$ cat src/rtl/cntr8_cmd.sv
// Command sequencer for an external 8-bit up/down/load counter.
// Optional SEEK timeout (256 cycles, err pulse) enabled by CNTR8_CMD_TIMEOUT_EN.
module cntr8_cmd (
    input  logic       clk,
    input  logic       reset_n,
    input  logic       start,
    input  logic [1:0] op,
    input  logic [7:0] arg,
    input  logic [7:0] cnt_q,
    output logic       load,
    output logic       inc,
    output logic [7:0] d_in,
    output logic       busy,
    output logic       done,
    output logic       err,
    output logic [2:0] o_state
);

    typedef enum logic [2:0] {
        S_IDLE = 3'd0,
        S_LOAD = 3'd1,
        S_UP   = 3'd2,
        S_DOWN = 3'd3,
        S_SEEK = 3'd4,
        S_DONE = 3'd5
    } state_t;

    state_t     state;
    logic [1:0] op_r;
    logic [7:0] arg_r;
    logic [7:0] step;

`ifdef CNTR8_CMD_TIMEOUT_EN
    logic [7:0] tmo;
    logic       err_r;
`endif

    always_ff @(posedge clk) begin
        if (!reset_n) begin
            state <= S_IDLE;
            op_r  <= 2'd0;
            arg_r <= 8'd0;
            step  <= 8'd0;
`ifdef CNTR8_CMD_TIMEOUT_EN
            tmo   <= 8'd0;
            err_r <= 1'b0;
`endif
        end else begin
            case (state)
                S_IDLE: begin
                    if (start) begin
                        op_r  <= op;
                        arg_r <= arg;
                        step  <= arg;
`ifdef CNTR8_CMD_TIMEOUT_EN
                        tmo   <= 8'd0;
                        err_r <= 1'b0;
`endif
                        case (op)
                            2'b00:   state <= S_LOAD;
                            2'b01:   state <= S_UP;
                            2'b10:   state <= S_DOWN;
                            default: state <= S_SEEK;
                        endcase
                    end
                end
                S_LOAD: state <= S_DONE;
                S_UP, S_DOWN: begin
                    // step==0 means a zero-length command: one hold cycle
                    if (step != 8'd0) step <= step - 8'd1;
                    if (step <= 8'd1) state <= S_DONE;
                end
                S_SEEK: begin
                    if (cnt_q == arg_r) begin
                        state <= S_DONE;
                    end
`ifdef CNTR8_CMD_TIMEOUT_EN
                    else begin
                        tmo <= tmo + 8'd1;
                        if (tmo == 8'hFF) begin
                            state <= S_DONE;
                            err_r <= 1'b1;
                        end
                    end
`endif
                end
                S_DONE:  state <= S_IDLE;
                default: state <= S_IDLE;
            endcase
        end
    end

    always_comb begin
        load = 1'b1;
        inc  = 1'b0;
        d_in = cnt_q;
        case (state)
            S_LOAD: d_in = arg_r;
            S_UP, S_DOWN: begin
                if (step != 8'd0) begin
                    load = 1'b0;
                    inc  = (op_r == 2'b01);
                end
            end
            S_SEEK: begin
                if (cnt_q < arg_r) begin
                    load = 1'b0;
                    inc  = 1'b1;
                end else if (cnt_q > arg_r) begin
                    load = 1'b0;
                end else begin
                    d_in = arg_r;
                end
            end
            default: ;
        endcase
    end

    assign busy    = (state != S_IDLE);
    assign done    = (state == S_DONE);
    assign o_state = state;

`ifdef CNTR8_CMD_TIMEOUT_EN
    assign err = done & err_r;
`else
    assign err = 1'b0;
`endif

endmodule

$ cat config.mk
export PLATFORM = sky130hd
export DESIGN_NAME = cntr8_cmd
export DESIGN_NICKNAME = d
export VERILOG_FILES = /design/src/rtl/cntr8_cmd.sv
export SDC_FILE = /design/constraint.sdc
export NUM_CORES = 1
export LEC_CHECK = 0
export CAP_MARGIN = 20
export CORE_UTILIZATION = 45
export DETAILED_ROUTE_END_ITERATION = 12
export GPL_ROUTABILITY_DRIVEN = 1
export HOLD_SLACK_MARGIN = 0.12
export PLACE_DENSITY = 0.78
export REMOVE_ABC_BUFFERS = 1
export SETUP_SLACK_MARGIN = 0.05
export SLEW_MARGIN = 40
export SYNTH_ARGS = -nofsm -noshare
export SYNTH_HDL_FRONTEND = slang
export SYNTH_SLANG_ARGS = --single-unit
export TNS_END_PERCENT = 5
$ cat constraint.sdc
create_clock -name clk -period 5.5 [get_ports clk]
set_input_delay 0.55 -clock clk [delete_from_list [all_inputs] [get_ports clk]]
set_output_delay 0.55 -clock clk [all_outputs]
set_load 0.05 [all_outputs]
* After elaboration in Yosys (flattened, before gate mapping)
Index checks and enable logic that the tools add are counted.
** Word-level totals
- Register bits after elaboration :: 21
- Input bits :: 21
- Output and inout port bits :: 16
- Logic and storage cells :: 48
** Operators by class
- Add/subtract/negate cells :: 1
- Order comparisons :: 3
- Eq/ne operators :: 13
- Muxes and demuxes :: 18
- Reductions and logical operators :: 9
** Operators by type and width (count)
- $mux 8 :: 4
- $pmux 8 s2 :: 2
- $pmux 3 s4 :: 1
- $mux 3 :: 3
- $pmux 3 s3 :: 1
- $eq 8x8->1 :: 1
- $gt 8x8->1 :: 1
- $le 8x1->1 const B :: 1
- $lt 8x8->1 :: 1
- $ne 2x2->1 const B :: 4
- $reduce_bool 8->1 :: 1
- $sub 8x1->8 const B :: 1
- $eq 3x2->1 const B :: 2
- $eq 3x3->1 const B :: 2
- $reduce_and 3->1 :: 2
- $mux 1 :: 5
- $eq 2x1->1 const B :: 2
- $pmux 1 s2 :: 2
- $eq 3x1->1 const B :: 1
- $logic_not 3->1 :: 1
- $reduce_bool 3->1 :: 1
- $eq 2x2->1 const B :: 1
- $logic_not 2->1 :: 1
- $reduce_and 2->1 :: 1
- 2 further kinds :: 2

* Longest topological paths before layout
- Depth after elaboration :: 4
- Gate-level depth with buffers :: 7
- Mapped depth without buffers :: 7

* Worst setup path after synthesis
Ideal clock, no wire load.
- Kind :: input-to-output
- Start :: input cnt_q[1]
- End :: output inc
- Arrival :: 2.572 ns
- Data required time :: 4.950 ns
- Setup slack :: 2.378 ns
- Cell stages on the path :: 5
- Path buffers :: 0
- Cell sequence :: ha_1 -> nor2b_1 -> o211a_1 -> o21ba_2 -> o31ai_1
** On the way
- Longest elaborated chain between the ends :: 3
** Ends and longest elaborated chain
- from (decl) :: line 9 : input logic [7:0] cnt_q,
- $lt 8x8->1 :: line 106 : if (cnt_q < arg_r) begin
- $mux 1 :: line 106
- $pmux 1 s2 :: line 97 : case (state)
- to (decl) :: line 11 : output logic inc,
Every way passes these cells.

* Final worst setup path
- Start :: input cnt_q[6]
- End :: output d_in[0]
** On the way
- Longest elaborated chain between the ends :: 4
- Elaborated cells on any way between the ends :: 5
- Classes of those cells :: order compare (2); mux (3)
** Ends and longest elaborated chain
- $gt 8x8->1 :: line 109 : end else if (cnt_q > arg_r) begin
- $mux 8 :: line 109
- $mux 8 (*) :: line 106
- $pmux 8 s2 (*) :: line 97
- to (decl) :: line 12 : output logic [7:0] d_in,
Every way passes the cells marked *; elsewhere a longest branch is shown, timed or not.

==> summary.md <==
| Metric | Value |
|---|---|
| Synth-to-layout area growth | `26.1%` |
| Worst endpoint required time | `4.95 ns` |
| Multi-input combinational cell area | `~990 sq um` |
| DPL Wire Length | `2.63 mm` |
| Die area | `3590 sq um` |
| Compound-gate portion of the synthesized area | `23.4%` |
| Clock period minus worst slack | `a little under 4 ns` |
| Cells after synthesis | `197` |
| Final Hold Fails | `0` |
| DP Area | `~1900 sq um` |
| Fraction of layout cells with a size suffix above 1 | `9.73%` |
| Die X | `59.9 um` |
| Vias | `1437` |
| Drt first-iter violations | `slightly above 80` |
| H-tree Lvls | `1` |
| Critical Path AT | `between 3 and 4 ns` |
| Hold-fix buffers at CTS | `0` |
| Static Leak | `about 0.71 nW` |
| CTS root buf | `clkbuf_4` |
| Cell area power density | `about 430 nW/um^2` |
| Worst-Margin Slew | `~0.66 ns` |
| Crit Path Class | `in2out` |
| Storage element area | `420 sq um` |
| CP max FO | `8` |
| GR Overflow Total | `0` |
| Std cell rows | `20` |
| Routed Antenna Nets | `0` |
| Simple-gate share of the synthesized area | `23.0%` |
| Chip height | `59.9 um` |
| Max Slew Vio Count | `0` |
| TNS Setup | `0 ns` |
| Post-Route Skew | `approximately 0.0034 ns` |
| Startpoint Class | `input port` |
| Status | `complete, no violations` |
| Critical Path End Type | `primary output` |
| Fmax | `255 MHz` |
| Relative slew margins | `56.0%` |
| Syn avg cell area | `between 7 and 8 sq um` |
| Unrepaired setup endpoints after global routing | `false` |
| CTS Buffer Depth | `2` |
| Initial Util | `48.2%` |
| Yosys Warn Count | `0` |
| First-pass GRT wire length | `5.76 mm` |
| Final WL | `3.44 mm` |
| Synthesized cell area | `1510 sq um` |
| I/O pin count | `37` |
| Worst-path clk slew | `approximately 0.12 ns` |
| CTS tree | `built` |
| Gpl congestion | `0.912` |
| Antenna violations before repair | `0` |
| Setup Viol. Count Final | `0` |
| Wire length per cell | `~13 um` |
| FF+latch count, synth | `21` |
| Synth Area in Adders | `11.6%` |
| Final Cell Area | `1900 sq um` |
| Cts bufs inserted | `3` |
| Sequential share of the synthesized area | `between 20% and 30%` |
| Hold Crit Class | `reg2reg` |
| Clk sinks | `21` |
| Post-CTS Setup Repair Bufs | `0` |
| Largest family of logic cells by synthesized area | `compound AO/OA/AOI/OAI gates` |
| Vias in the first global route | `1278` |
| Clk_lat worst skew | `0.30 ns` |
| Largest net degree at the start of global routing | `22` |
| Most frequent cells in the layout | `clkdlybuf4s50_1 (35), nand2_1 (33), a21oi_1 (25), dfxtp_1 (21), inv_1 (17)` |
| Proportion of synthesized area in mux cells | `approximately 6.7%` |
| Drc violations | `0` |
| VDD IR max | `0.000267 V` |
| Commonest non-fill, non-tap cell in the layout | `clkdlybuf4s50_1` |
| ANT cells | `0` |
| Tcrit/Tclk final | `71.4%` |
| Fillcell total | `294` |
| Max Cap Violations | `0` |
| Netlist cell types | `40` |
| Via density | `roughly 5.3` |
| GRT Total Usage | `around a fifth` |
| Core Area | `approximately 3100 sq um` |
| Drt pass-1 iters | `4` |
| Port bufs | `35` |
| Nets | `262` |
| Synth Area in XOR/XNOR | `0%` |
| Gates resized, CTS repair | `0` |
## kinds of logic (layout without fill, tap and decap cells)
| group | Yosys count | count (layout) |
|---|---|---|
| DFF | 21 | 21 |
| other | 1 | 1 |
| and+or+nand+nor | 71 | 71 |
| adders and majority gates | 14 | 14 |
| AOI/OAI and AO/OA | 54 | 54 |
| buffers and inverters | 27 | 56 |
| muxes | 9 | 9 |
## state kept, by name, summed over array words and instances, names as in the netlist
name / flops
op_r: 2
arg_r: 8
o_state: 3
step: 8
## power by group
group          internal (W)  switching (W)  leakage (nW)
clock             0.0000271      0.0000481        0.0177
sequential         0.000184      0.0000485         0.172
combinational      0.000201       0.000318         0.523
## critical path: stages
cell,delay [ns]
clkdlybuf4s50_1,0.44
ha_1,0.31
nand4_1,0.18
nor3_2,0.23
o31ai_2,0.12
a211oi_4,0.46
mux2_2,0.39
clkdlybuf4s50_1,0.70
## synth_stat cells, drive strengths merged
| master | instances | area, sq um |
|---|---|---|
| nand3 | 7 | 35.0 |
| o21ai | 6 | 30.0 |
| nand2 | 33 | 124 |
| o31ai | 5 | 42.5 |
| o21ba | 1 | 10.0 |
| a21o | 1 | 7.51 |
| a311oi | 1 | 8.76 |
| nand2b | 2 | 12.5 |
| nand4 | 2 | 12.5 |
| inv | 17 | 63.8 |
| o211ai | 2 | 15.0 |
| or3 | 1 | 6.26 |
| nor2 | 12 | 52.6 |
| nor3b | 1 | 7.51 |
| buf | 4 | 22.5 |
| dfxtp | 21 | 420 |
| nor2b | 1 | 6.26 |
| o22ai | 1 | 6.26 |
| mux2 | 9 | 101 |
| conb | 1 | 3.75 |
| clkbuf | 6 | 22.5 |
| nor4 | 1 | 21.3 |
| a22oi | 1 | 7.51 |
| a31oi | 6 | 43.8 |
| nor3 | 9 | 55.1 |
| o221ai | 1 | 8.76 |
| a2bb2oi | 1 | 8.76 |
| a31o | 1 | 8.76 |
| ha | 14 | 175 |
| a211oi | 1 | 20.0 |
| and2 | 1 | 6.26 |
| nand3b | 1 | 7.51 |
| o211a | 1 | 10.0 |
| a21oi | 25 | 125 |
## final cells by class
type | count | share of cell area (%)
tap | 44 | 2.89
inverter | 17 | 3.35
sequential | 21 | 22.1
multi-input combinational | 149 | 51.8
clock inverter | 1 | 0.263
clock buffer | 3 | 1.18
timing repair buffer | 35 | 18.4
## metal layers
layer	share of wire (%)	vias to the layer above	track usage [%]	wire [um]
li1	-	748	-	-
met1	47	649	28.0	1610
met2	48	38	36.0	1640
met3	4.6	2	4.55	158
met4	0.55	0	3.99	19
met5	0	-	0	0
## worst paths after layout
check | start | endpoint | slack (ns) | cells after the start
setup / recovery | cnt_q[6] | d_in[0] | 1.58 | 8
hold / removal | op_r[1]$_SDFFE_PN0P_ | op_r[1]$_SDFFE_PN0P_ | 0.46 | 2
setup reg to reg | o_state[1]$_SDFFE_PN0P_ | step[5]$_SDFFE_PN0P_ | 3.38 | 5
hold reg to reg | op_r[1]$_SDFFE_PN0P_ | op_r[1]$_SDFFE_PN0P_ | 0.46 | 2
## through the flow
step	power, W	hold WS [ns]	util (%)	cells	setup WS [ns]
5_1_grt	0.000890	0.479	60.8	270	1.47
3_5_place_dp	0.000755	0.453	60.0	266	1.55
2_1_floorplan	0.000608	0.431	-	187	2.38
4_1_cts	0.000831	0.470	60.8	270	1.54
6_report	0.000827	0.462	60.8	270	1.58
3_3_place_gp	0.000745	0.440	59.8	266	1.65
(Power assumes the default switching activity.)
